--- src/rtl/p_bool_pkg.sv ---
// Shared definitions for the p_bool logic units: op codes, base-op select and FSM states.
package p_bool_pkg;

   localparam int OP_WIDTH = 3;
   localparam int INV      = 2;

   localparam logic [OP_WIDTH-1:0] OP_AND  = 3'd0;
   localparam logic [OP_WIDTH-1:0] OP_OR   = 3'd1;
   localparam logic [OP_WIDTH-1:0] OP_XOR  = 3'd2;
   localparam logic [OP_WIDTH-1:0] OP_NAND = 3'd4;
   localparam logic [OP_WIDTH-1:0] OP_NOR  = 3'd5;
   localparam logic [OP_WIDTH-1:0] OP_XNOR = 3'd6;

   // Base operation is op[1:0]; code 3 is an alias of OR.
   localparam logic [1:0] BASE_AND = 2'd0;
   localparam logic [1:0] BASE_OR  = 2'd1;
   localparam logic [1:0] BASE_XOR = 2'd2;

   typedef enum logic [1:0] {
      ST_IDLE  = 2'd0,
      ST_ACCUM = 2'd1,
      ST_DONE  = 2'd2
   } state_t;

endpackage

--- src/rtl/p_bool_combine.sv ---
// Combinational fold step: next accumulator from (acc, operand, base op).
module p_bool_combine
   import p_bool_pkg::*;
#(
   parameter int BUS_WIDTH = 8
) (
   input  logic [BUS_WIDTH-1:0] i_acc,
   input  logic [BUS_WIDTH-1:0] i_operand,
   input  logic [1:0]           i_base,
   output logic [BUS_WIDTH-1:0] o_acc
);

   always_comb begin
      o_acc = i_acc | i_operand;
      case (i_base)
         BASE_AND: o_acc = i_acc & i_operand;
         BASE_XOR: o_acc = i_acc ^ i_operand;
         default:  o_acc = i_acc | i_operand;
      endcase
   end

endmodule

--- src/rtl/p_bool_accum.sv ---
// Handshaked sequential boolean reduction over up to NB_INS operands.
// Define P_BOOL_ACCUM_ZERO_EN to add the registered out_zero flag.
module p_bool_accum
   import p_bool_pkg::*;
#(
   parameter int BUS_WIDTH = 8,
   parameter int NB_INS    = 4
) (
   input  logic                 clk,
   input  logic                 rst,
   input  logic                 in_valid,
   output logic                 in_ready,
   input  logic [BUS_WIDTH-1:0] in_bus,
   input  logic [OP_WIDTH-1:0]  in_op,
   input  logic                 in_last,
   output logic                 out_valid,
   input  logic                 out_ready,
   output logic [BUS_WIDTH-1:0] out_bus,
   output logic [OP_WIDTH-1:0]  out_op
`ifdef P_BOOL_ACCUM_ZERO_EN
   ,
   output logic                 out_zero
`endif
);

   localparam int CNT_W = $clog2(NB_INS + 1);

   state_t               r_state;
   logic [BUS_WIDTH-1:0] r_acc;
   logic [OP_WIDTH-1:0]  r_op;
   logic [CNT_W-1:0]     r_cnt;
   logic                 r_out_valid;
   logic [BUS_WIDTH-1:0] r_out_bus;
   logic [OP_WIDTH-1:0]  r_out_op;
`ifdef P_BOOL_ACCUM_ZERO_EN
   logic                 r_out_zero;
`endif

   logic                 w_first;
   logic                 w_accept;
   logic                 w_term;
   logic [OP_WIDTH-1:0]  w_op;
   logic [BUS_WIDTH-1:0] w_comb;
   logic [BUS_WIDTH-1:0] w_acc_nxt;
   logic [BUS_WIDTH-1:0] w_result;
   logic [CNT_W-1:0]     w_cnt_nxt;

   p_bool_combine #(
      .BUS_WIDTH (BUS_WIDTH)
   ) u_combine (
      .i_acc     (r_acc),
      .i_operand (in_bus),
      .i_base    (r_op[1:0]),
      .o_acc     (w_comb)
   );

   // A beat accepted in DONE (result being consumed) starts a new reduction, like IDLE.
   always_comb begin
      in_ready  = (r_state == ST_DONE) ? out_ready : 1'b1;
      w_first   = (r_state == ST_IDLE) || ((r_state == ST_DONE) && out_ready);
      w_accept  = in_valid && in_ready;
      w_op      = w_first ? in_op : r_op;
      w_acc_nxt = w_first ? in_bus : w_comb;
      w_cnt_nxt = w_first ? CNT_W'(1) : r_cnt + 1'b1;
      w_term    = in_last || (w_cnt_nxt == CNT_W'(NB_INS));
      w_result  = w_op[INV] ? ~w_acc_nxt : w_acc_nxt;
   end

   always_ff @(posedge clk or posedge rst) begin
      if (rst) begin
         r_state     <= ST_IDLE;
         r_acc       <= '0;
         r_op        <= '0;
         r_cnt       <= '0;
         r_out_valid <= 1'b0;
         r_out_bus   <= '0;
         r_out_op    <= '0;
`ifdef P_BOOL_ACCUM_ZERO_EN
         r_out_zero  <= 1'b0;
`endif
      end else begin
         if ((r_state == ST_DONE) && out_ready) begin
            r_state     <= ST_IDLE;
            r_out_valid <= 1'b0;
         end
         if (w_accept) begin
            r_acc <= w_acc_nxt;
            r_op  <= w_op;
            r_cnt <= w_cnt_nxt;
            if (w_term) begin
               r_state     <= ST_DONE;
               r_out_valid <= 1'b1;
               r_out_bus   <= w_result;
               r_out_op    <= w_op;
`ifdef P_BOOL_ACCUM_ZERO_EN
               r_out_zero  <= (w_result == '0);
`endif
            end else begin
               r_state <= ST_ACCUM;
            end
         end
      end
   end

   assign out_valid = r_out_valid;
   assign out_bus   = r_out_bus;
   assign out_op    = r_out_op;
`ifdef P_BOOL_ACCUM_ZERO_EN
   assign out_zero  = r_out_zero;
`endif

endmodule

--- config.mk ---
export PLATFORM = sky130hd
export DESIGN_NAME = p_bool_accum
export DESIGN_NICKNAME = d
export VERILOG_FILES = /design/src/rtl/p_bool_pkg.sv /design/src/rtl/p_bool_combine.sv /design/src/rtl/p_bool_accum.sv
export SDC_FILE = /design/constraint.sdc
export NUM_CORES = 1
export LEC_CHECK = 0
export CAP_MARGIN = 20
export CORE_MARGIN = 4
export CORE_UTILIZATION = 45
export DETAILED_ROUTE_END_ITERATION = 10
export GPL_ROUTABILITY_DRIVEN = 0
export PLACE_DENSITY = 0.73
export SLEW_MARGIN = 25
export SYNTH_ARGS = -nofsm -noshare
export SYNTH_HDL_FRONTEND = slang
export SYNTH_HIERARCHICAL = 1
export SYNTH_SLANG_ARGS = --single-unit
--- constraint.sdc ---
create_clock -name clk -period 1.9 [get_ports clk]
set_input_delay 0.19 -clock clk [delete_from_list [all_inputs] [get_ports clk]]
set_output_delay 0.19 -clock clk [all_outputs]
set_load 0.02 [all_outputs]
# Yosys cells after proc, flatten, opt, wreduce, memory -nomap -nowiden

Cells that the tools add are included.

Input bits: 16
Output and inout port bits: 13
Bits in registers: 28

Reductions and logical operators: 8
Muxes and demuxes: 12
Equality and inequality tests: 3
Add/subtract/negate cells: 1
Bitwise logic cells: 4

Operator list:

| cell                                                           | number |
|---|---|
| 8-bit two-way mux                                              | 2 |
| 8-bit case mux with 2 select lines                             | 1 |
| 8-bit bitwise AND                                              | 1 |
| 8-bit inverter                                                 | 1 |
| 8-bit OR                                                       | 1 |
| 8-bit XOR                                                      | 1 |
| 2-bit two-way mux                                              | 3 |
| 3-bit two-way mux                                              | 2 |
| 2-bit equality test (second input constant)                    | 2 |
| 2-bit zero test                                                | 2 |
| 1-bit two-way mux                                              | 4 |
| 3-bit by 1-bit adder with 3-bit output (second input constant) | 1 |
| 3-bit equality test (second input constant)                    | 1 |
| 1-bit logical AND                                              | 2 |
| 1-bit logical OR                                               | 2 |
| 2-bit AND reduction                                            | 1 |
| 2-bit nonzero test                                             | 1 |

# Longest topological paths before layout

Gate-level depths: netlist of run 1.

Depth in word-level cells: 8
Depth in mapped cells: 7
Depth with buffers taken out: 7

# By module

Netlist of run 1, hierarchy kept.

By module, submodules not included:

| module         | times used | area each (µm²) | cells an instance |
|---|---|---|---|
| p_bool_accum   | 1          | 1,569.0         | 131 |
| p_bool_combine | 1          | 436.7           | 50 |

# Worst setup path before layout of run 1

No wires, ideal clock.

Path kind: reg-to-reg
Start: reg r_cnt[0]
End: reg r_out_bus[0] (netlist: out_bus[0])
Library setup time: 0.125 ns
Path slack: 0.124 ns
Data arrival time: 1.651 ns
Required time: 1.775 ns
Stages on the path, launching flop included: 7
Path through: dfrtp_1 ha_1 xor2_1 o2111ai_2 a21oi_2 buf_6 mux2_4

Longest elaborated chain between the ends: 5

RTL lines:

| what                                   | line               | source |
|---|---|---|
| from (decl)                            | p_bool_accum.sv:31 | `logic [CNT_W-1:0] r_cnt;` |
| from (signal assigned)                 | p_bool_accum.sv:89 | `r_cnt <= w_cnt_nxt;` |
| 3-bit by 1-bit adder with 3-bit output | p_bool_accum.sv:64 | `w_cnt_nxt = w_first ? CNT_W'(1) : r_cnt + 1'b1;` |
| 3-bit two-way mux                      | p_bool_accum.sv:64 |  |
| 3-bit equality test                    | p_bool_accum.sv:65 | `w_term = in_last \|\| (w_cnt_nxt == CNT_W'(NB_INS));` |
| 1-bit logical OR                       | p_bool_accum.sv:65 |  |
| 2-bit AND reduction (no source line)   | --                 |  |
| to (signal assigned)                   | p_bool_accum.sv:93 | `r_out_bus <= w_result;` |
| to (decl)                              | p_bool_accum.sv:33 | `logic [BUS_WIDTH-1:0] r_out_bus;` |

Every way passes these cells.
A chain may end at the register's enable or synchronous reset.

# Final worst setup path of run 1

Start: reg r_state[0]
End: out in_ready

Longest elaborated chain between the ends: 2

RTL lines:

| what                   | line               | source |
|---|---|---|
| from (decl)            | p_bool_accum.sv:28 | `state_t r_state;` |
| from (signal assigned) | p_bool_accum.sv:71 | `r_state <= ST_IDLE;` |
| from (signal assigned) | p_bool_accum.sv:83 | `r_state <= ST_IDLE;` |
| from (signal assigned) | p_bool_accum.sv:91 | `r_state <= ST_DONE;` |
| 2-bit equality test    | p_bool_accum.sv:59 | `in_ready = (r_state == ST_DONE) ? out_ready : 1'b1;` |
| 1-bit two-way mux      | p_bool_accum.sv:59 |  |
| to (decl)              | p_bool_accum.sv:12 | `output logic in_ready,` |

Every way passes these cells.

==> results list, run 1 <==
* Run status: finished clean
* Depth of the worst register-to-register path: 6
- In the global route stage, overall resource usage came out at 14.5%.
- Initial Util: 46.4%
- The die is 74.8 um wide.
* Count of buffers from port buffering: 28
- Clock tree from TritonCTS: built
- Hold is met by 0.276 ns.
* FILL cells: 379
- Postcts setup bufs: 0
- Vias per cell: 4.92
- Highest net fanout along the worst path: 2
* Layout Nets: 259
* Number of antenna violations at the first check in global routing: 0
- In this run the standard cell core region covers 4320 um^2.
* Type of destination of the critical path: output port
* Post-route ant nets: 0
* DRC violations left: 0
- Type of the most critical hold path: primary input to asynchronous set/reset pin
* Fraction of layout instances using a drive strength above 1: 21.9%
- Average cell area after synthesis: 11.1 um^2
- Maximum level of the CTS H-tree: 1
- Detailed-routing iteration count for the pre-antenna-repair pass: 4
- Terminus of the critical flop-to-flop path: out_bus[7]
- At the pin with the least slew margin, the transition time is 0.577 ns.
* Non-filler cells in the finished layout: 276
- Worst-case clock skew: 0.00557 ns
- Setup violations remaining at the end of the flow were counted as 0.
- Max-slew violation total from the final report: 0
* RSZ-0062 raised after global routing: false
- Overall via count from detail_route: 1,357
- The die covers 5590 um^2.
- In this run, the number of DRC markers left after iteration 0 of detailed routing was 41.
- Aggregate negative setup slack: 0 ns
- Summed over all cells, the static leakage comes to 1.22 nW.
* #FFs+latches synth: 28
- Derived from the worst setup path, the maximum achievable clock frequency is 549 MHz.
- Wire length of the first global-routing pass: 6.26 mm
- Number of clock sinks: 28
* Number of antenna diodes: 0
- In this run the tightest slew margin relative to its limit is 61.5%.
* Share of the clock period used by the worst path: 95.8%
- STA classifies the critical path startpoint as a register.
- Total power per unit cell area: 1220 nW/um^2
- Worst endpoint required time: 1.71 ns
- Across the VDD grid, the largest voltage drop is 0.605 mV.
- The share of the Yosys chip area taken by registers is 34.9%.
- Number of buffers created by CTS: 3
- The cell sitting at the root of the clock tree is a clkbuf_8.
- STA puts the critical path data arrival time at 1.63 ns.
- The clock reaches the later pin of the worst-skew pair after 0.27 ns.
* Count of hold buffers inserted by post-cts repair: 0
- The cell area that synthesis handed to floorplanning was 2010 um^2.
- Largest net degree at the start of global routing: 29
- Standard-cell row count: 24
- Overflow left after global routing: 0
- Max Cap Viol: 0
- Critical R2R Launch: r_cnt[0]
* Number of instances in the placed design: 273
- Counting along the longest clock path gives a buffer depth of 2.
- Counting every instance in the synthesized netlist gives 181.
* Via count of the first global-routing pass: 1,396
- Once the clock tree was built, the resizer swapped 0 gates to a different size.
- Height of the chip: 74.8 um
- The routed design could run at a clock period as short as 1.82 ns.
- CTS clock-pin slew for the worst setup and hold paths: 0.09 ns
- When the netlist entered floorplanning its net count stood at 214.
* Routed wire length: 3.75 mm
* Setup slack on the worst flop-to-flop path: 0.13 ns
* Post-DP HPWL: 2.79 mm
* Critical path class: register to output port
- Yosys printed 6 warnings.
* Count of unique library cells instantiated by Yosys: 27
* Detailed-route wire length per cell: 13.6 um
* Area growth from synthesis to layout: 24.3%
- Number of I/O pins: 29
- Hold Vio Cnt, Final: 0
[report_power, final]
group | leakage [nW] | switching [mW] | internal [mW]
clock | 0.0216 | 0.181 | 0.142
sequential | 0.334 | 0.264 | 0.839
combinational | 0.867 | 0.693 | 0.925
[per-stage QoR]
| step | util [%] | power, mW | cell area, um^2 | setup slack [ns] |
|---|---|---|---|---|
| 2_1_floorplan | - | 2.19 | 2010 | 0.124 |
| 3_3_place_gp | 56.5 | 2.68 | 2440 | 0.0119 |
| 6_report | 57.6 | 3.04 | 2490 | 0.0789 |
| 3_5_place_dp | 56.5 | 2.74 | 2440 | -0.0389 |
| 4_1_cts | 57.4 | 3.07 | 2480 | 0.0618 |
| 5_1_grt | 57.6 | 3.28 | 2490 | 0.0136 |
[synth_stat cells]
| library cell | count | area [um^2] |
|---|---|---|
| a21oi_2 | 1 | 8.76 |
| a22o_1 | 1 | 8.76 |
| mux2i_1 | 33 | 330 |
| and2b_4 | 1 | 10.0 |
| xor2_1 | 1 | 8.76 |
| or3b_4 | 1 | 11.3 |
| dfrtp_1 | 28 | 701 |
| nor2_8 | 1 | 20.0 |
| buf_6 | 3 | 33.8 |
| buf_4 | 1 | 7.51 |
| nor3_1 | 1 | 5.00 |
| nand2b_1 | 2 | 12.5 |
| a21o_1 | 1 | 7.51 |
| nand3b_1 | 1 | 7.51 |
| a21boi_0 | 1 | 7.51 |
| buf_2 | 5 | 25.0 |
| o22a_1 | 1 | 8.76 |
| inv_1 | 19 | 71.3 |
| a21oi_1 | 1 | 5.00 |
| mux2_2 | 7 | 78.8 |
| o21ai_0 | 12 | 60.1 |
| nand2_1 | 14 | 52.6 |
| o2111ai_2 | 1 | 15.0 |
| xnor2_1 | 16 | 140 |
| nand2_2 | 1 | 6.26 |
| mux2_4 | 10 | 150 |
| ha_1 | 17 | 213 |
[placed cells by master, fill, tap and decap left out]
cell,netlist,layout
a21boi_0,1,1
a21o_1,1,1
a21oi_1,1,1
a21oi_2,1,1
a22o_1,1,1
and2b_4,1,1
buf_4,1,21
clkbuf_8,0,3
clkdlybuf4s50_1,0,28
dfrtp_1,28,27
dfrtp_2,0,1
ha_1,17,17
inv_1,19,19
mux2_2,7,7
mux2_4,10,10
mux2i_1,33,33
nand2_1,14,14
nand2_2,1,1
nand2b_1,2,2
nand3b_1,1,1
nor2_8,1,1
nor3_1,1,1
o2111ai_2,1,1
o21ai_0,12,12
o22a_1,1,1
or3b_4,1,1
xnor2_1,16,16
xor2_2,0,1
[worst max-delay path by stage]
stage,slack [ns],startpoint,endpoint,depth (start not counted)
floorplan,0.12,r_cnt[0],out_bus[0],6
CTS,0.06,r_cnt[0],out_bus[7],6
global placement,0.01,in_bus[3],out_bus[3],8
detailed placement,-0.04,in_bus[6],out_bus[6],8
global route,0.01,r_cnt[0],out_bus[7],6
finish,0.08,r_state[0],in_ready,2
[logic make-up after synthesis]
group	Yosys count	synth area share (%)
flip-flops	28	34.9
XOR/XNOR	17	7.42
adder cells (fa/ha/maj)	17	10.6
AO/OA/AOI/OAI	19	6.05
multiplexers	50	27.9
AND/OR/NAND/NOR	22	6.24
buffers and inverters	28	6.86
[critical path, stage by stage (launching register included)]
cell and delay [ns]:
dfrtp_1 0.41, or3b_4 0.40, clkdlybuf4s50_1 0.55
[final cells by class]
class                      count  area, um^2  area share [%]
clock buffer                   3        41.3            1.66
inverter                      19        71.3            2.86
multi-input combinational    125        1170            47.1
sequential                    28         702            28.2
tap                           52        65.1            2.61
timing repair buffer          49         438            17.6
[per-layer routing]
| metal | routed length [um] | vias to the layer above | share of wire, % | global-route usage, % |
|---|---|---|---|---|
| met2 | 1710 | 27 | 46 | 23.7 |
| met1 | 1770 | 631 | 47 | 19.5 |
| met5 | 0 | - | 0 | 0 |
| met4 | 91 | 0 | 2.4 | 5.34 |
| li1 | - | 689 | - | - |
| met3 | 176 | 10 | 4.7 | 2.27 |
[sequential cells by signal, summed over array words and instances, names as in the netlist]
register,cells
r_op,3
out_valid,1
r_acc,8
out_op,3
out_bus,8
r_state,2
r_cnt,3
No activity file was read; power rests on OpenSTA's default activity.
==> inputs of run 2 (changes only) <==
--- a/config.mk
+++ b/config.mk
@@ -6,8 +6,9 @@
 export NUM_CORES = 1
 export LEC_CHECK = 0
 export CAP_MARGIN = 20
-export CORE_MARGIN = 4
+export CORE_MARGIN = 2
 export CORE_UTILIZATION = 45
+export CTS_CLUSTER_DIAMETER = 150
 export DETAILED_ROUTE_END_ITERATION = 10
 export GPL_ROUTABILITY_DRIVEN = 0
 export PLACE_DENSITY = 0.73
==> run 2 against run 1 <==
Sequential share of layout area decreased by 0.22 points; largest power group unchanged; worst hold slack got worse by 0.0045 ns; global-route usage increased by 1.7 points; die area decreased by 10%; utilization increased by 0.35 points; combinational power about the same; non-clock buffer count decreased by 3; critical path depth unchanged; via count increased by 0.44%.
==> results list, run 2 (synthesis results as in run 1) <==
- Overall power after layout: 3.19 mW
- In this run the horizontal extent of the chip is 70.8 um.
- Startpoint class of the critical path: register
- Placeable core region: 4320 um^2
- Via count of the first global-routing pass: 1,427
- The first global-routing pass estimated 6.47 mm of wire.
- In this run the number of H-tree levels came out at 1.
* Switch Pwr: 1.15 mW
- In the final routed layout, each cell accounts on average for 13.7 um.
- RSZ-0062 raised after global routing: false
- Transition time of the tightest slew-check pin: 0.574 ns
- Post-DP HPWL: 2.71 mm
* Logic pwr share: 50.7%
* Number of I/O pins: 29
- Count of buffers from port buffering: 28
- In this run the register-to-register setup slack is 0.12 ns.
- The count of endpoints failing hold in the final timing report was 0.
- At the worst endpoint, the required time is 1.71 ns.
* Share of the clock period used by the worst path: 96.3%
* Postcts setup bufs: 0
- Type of destination of the critical path: output port
- Final core utilization: 58.0%
- Entering global routing, the biggest net connects 29 pins.
- Layout Nets: 256
* Max Cap Viol: 0
- By startpoint and endpoint, the worst setup path is classified as register to output port.
* Clock latency at the later pin of the worst-skew pair: 0.28 ns
* Highest net fanout along the worst path: 4
- The floorplan step defined a die boundary enclosing 5010 um^2.
* Total power per unit cell area: 1270 nW/um^2
- Summed over all layers, the routed wires come to 3.75 mm.
- At the worst endpoint, the arrival time is 1.64 ns.
* Slowest cell delay on critical path: 0.55 ns
- In the global route stage, overall resource usage came out at 16.2%.
* Final setup fails: 0
* Worst path slowest cell: clkdlybuf4s50_1
* Net switching fraction of the power: 36.0%
- In this run, the number of DRC markers left after iteration 0 of detailed routing was 19.
- The worst-case IR drop observed on VDD is 0.802 mV.
* Max-slew violation total from the final report: 0
* Aggregate negative setup slack: 0 ns
- Final hold analysis gives a worst-case slack of 0.271 ns.
* Vias per cell: 4.97
* Buffer type at the clock tree root: clkbuf_8
* Area growth from synthesis to layout: 25.0%
- In the routed design, unresolved DRC markers number 0.
- Once detail routing completed, the nets flagged for antenna violations numbered 0.
- After global routing the overflow that remains totals 0.
* Standard-cell row count: 24
* Overall via count from detail_route: 1,363
- TritonCTS built the clock tree.
* Number of antenna diodes: 0
- Clock network power share: 14.8%
* Number of clock sinks: 28
* Top library cells by usage in the layout, fill and taps aside: mux2i_1 (33), clkdlybuf4s50_1 (28), dfrtp_1 (28)
- Cell chain of the critical path: or3b_4, clkdlybuf4s50_1
- Leaving out fill and tap cells, the most frequent cell in the layout is mux2i_1.
- The analysis attributes to cell leakage a power of 1.23 nW.
- Initial Util: 46.4%
- Detailed-routing iteration count for the pre-antenna-repair pass: 4
- Once the clock tree was built, the resizer swapped 0 gates to a different size.
- Count of hold buffers inserted by post-cts repair: 0
- The worst hold path belongs to the class primary input to asynchronous set/reset pin.
* CTS clock-pin slew for the worst setup and hold paths: 0.09 ns
* Sequential cell fraction of total power: 34.5%
- Counting the buffers created by CTS gives 3.
- In this run the deepest clock path goes through 2 buffers.
- Highest clock frequency the design can meet: 547 MHz
- Post-layout min period: 1.83 ns
- The internal portion of the total power is 2.04 mW.
- The post-route netlist has 20.3% of its cells at a drive strength greater than 1.
- Crit path setup slack, layout: 0.0709 ns
- Measured along the y axis, the die boundary spans 70.8 um.
* Number of antenna violations at the first check in global routing: 0
* Worst slack at placement: -0.0501 ns
- Headroom to the max-slew limit came out at 61.7%.
* Run status: finished clean
* Worst-case clock skew: 0.00150 ns
-- run 2: cell count changes in the layout (fill, tap and decap cells not counted), sizes merged --
cell    previous run  this run
buf               21        18
bufinv             0         1
-- run 2: stage by stage --
stage / cells / cell area, um^2
after CTS: 274 / 2500
after detailed placement: 270 / 2430
final: 274 / 2510
after global placement: 270 / 2430
after floorplan: 181 / 2010
after global routing: 274 / 2510
-- run 2: area by class of cell --
class | count | area [um^2]
multi-input cells | 125 | 1170
fillers | 398 | 1820
inverters | 19 | 71.3
well taps | 52 | 65.1
repair buffers | 46 | 432
clock inverters | 1 | 30.0
clock buffers | 3 | 41.3
flip-flops and latches | 28 | 701
-- run 2: power groups by stage --
stage	Clock (mW)	Sequential [mW]	Combinational, mW
floorplan	0	1.15	1.04
global placement	0	1.11	1.57
detailed placement	0	1.12	1.62
CTS	0.485	1.11	1.63
global route	0.516	1.14	1.76
finish	0.471	1.10	1.61
-- run 2: final timing paths --
check | from | to | cells after the start
max reg2reg | r_cnt[0] | out_bus[7] | 6
max | r_state[1] | in_ready | 2
min reg2reg | r_cnt[1] | r_cnt[1] | 2
min in group clk | r_cnt[1] | r_cnt[1] | 2
min | rst | out_op[0] | 3
max in group asynchronous | rst | r_acc[6] | 3
-- run 2: critical path, delay by kind of cell, from the launching register on --
kind	cells	cell delay [ns]
buffers and inverters	1	0.55
DFF	1	0.41
and+or+nand+nor	1	0.40
-- run 2: routing by layer --
| metal | up-vias | part of all wire [%] | track usage [%] |
|---|---|---|---|
| met1 | 650 | 47 | 21.7 |
| li1 | 687 | - | - |
| met4 | 0 | 0.96 | 5.66 |
| met2 | 22 | 48 | 26.7 |
| met3 | 4 | 3.7 | 2.71 |
| met5 | - | 0 | 0 |
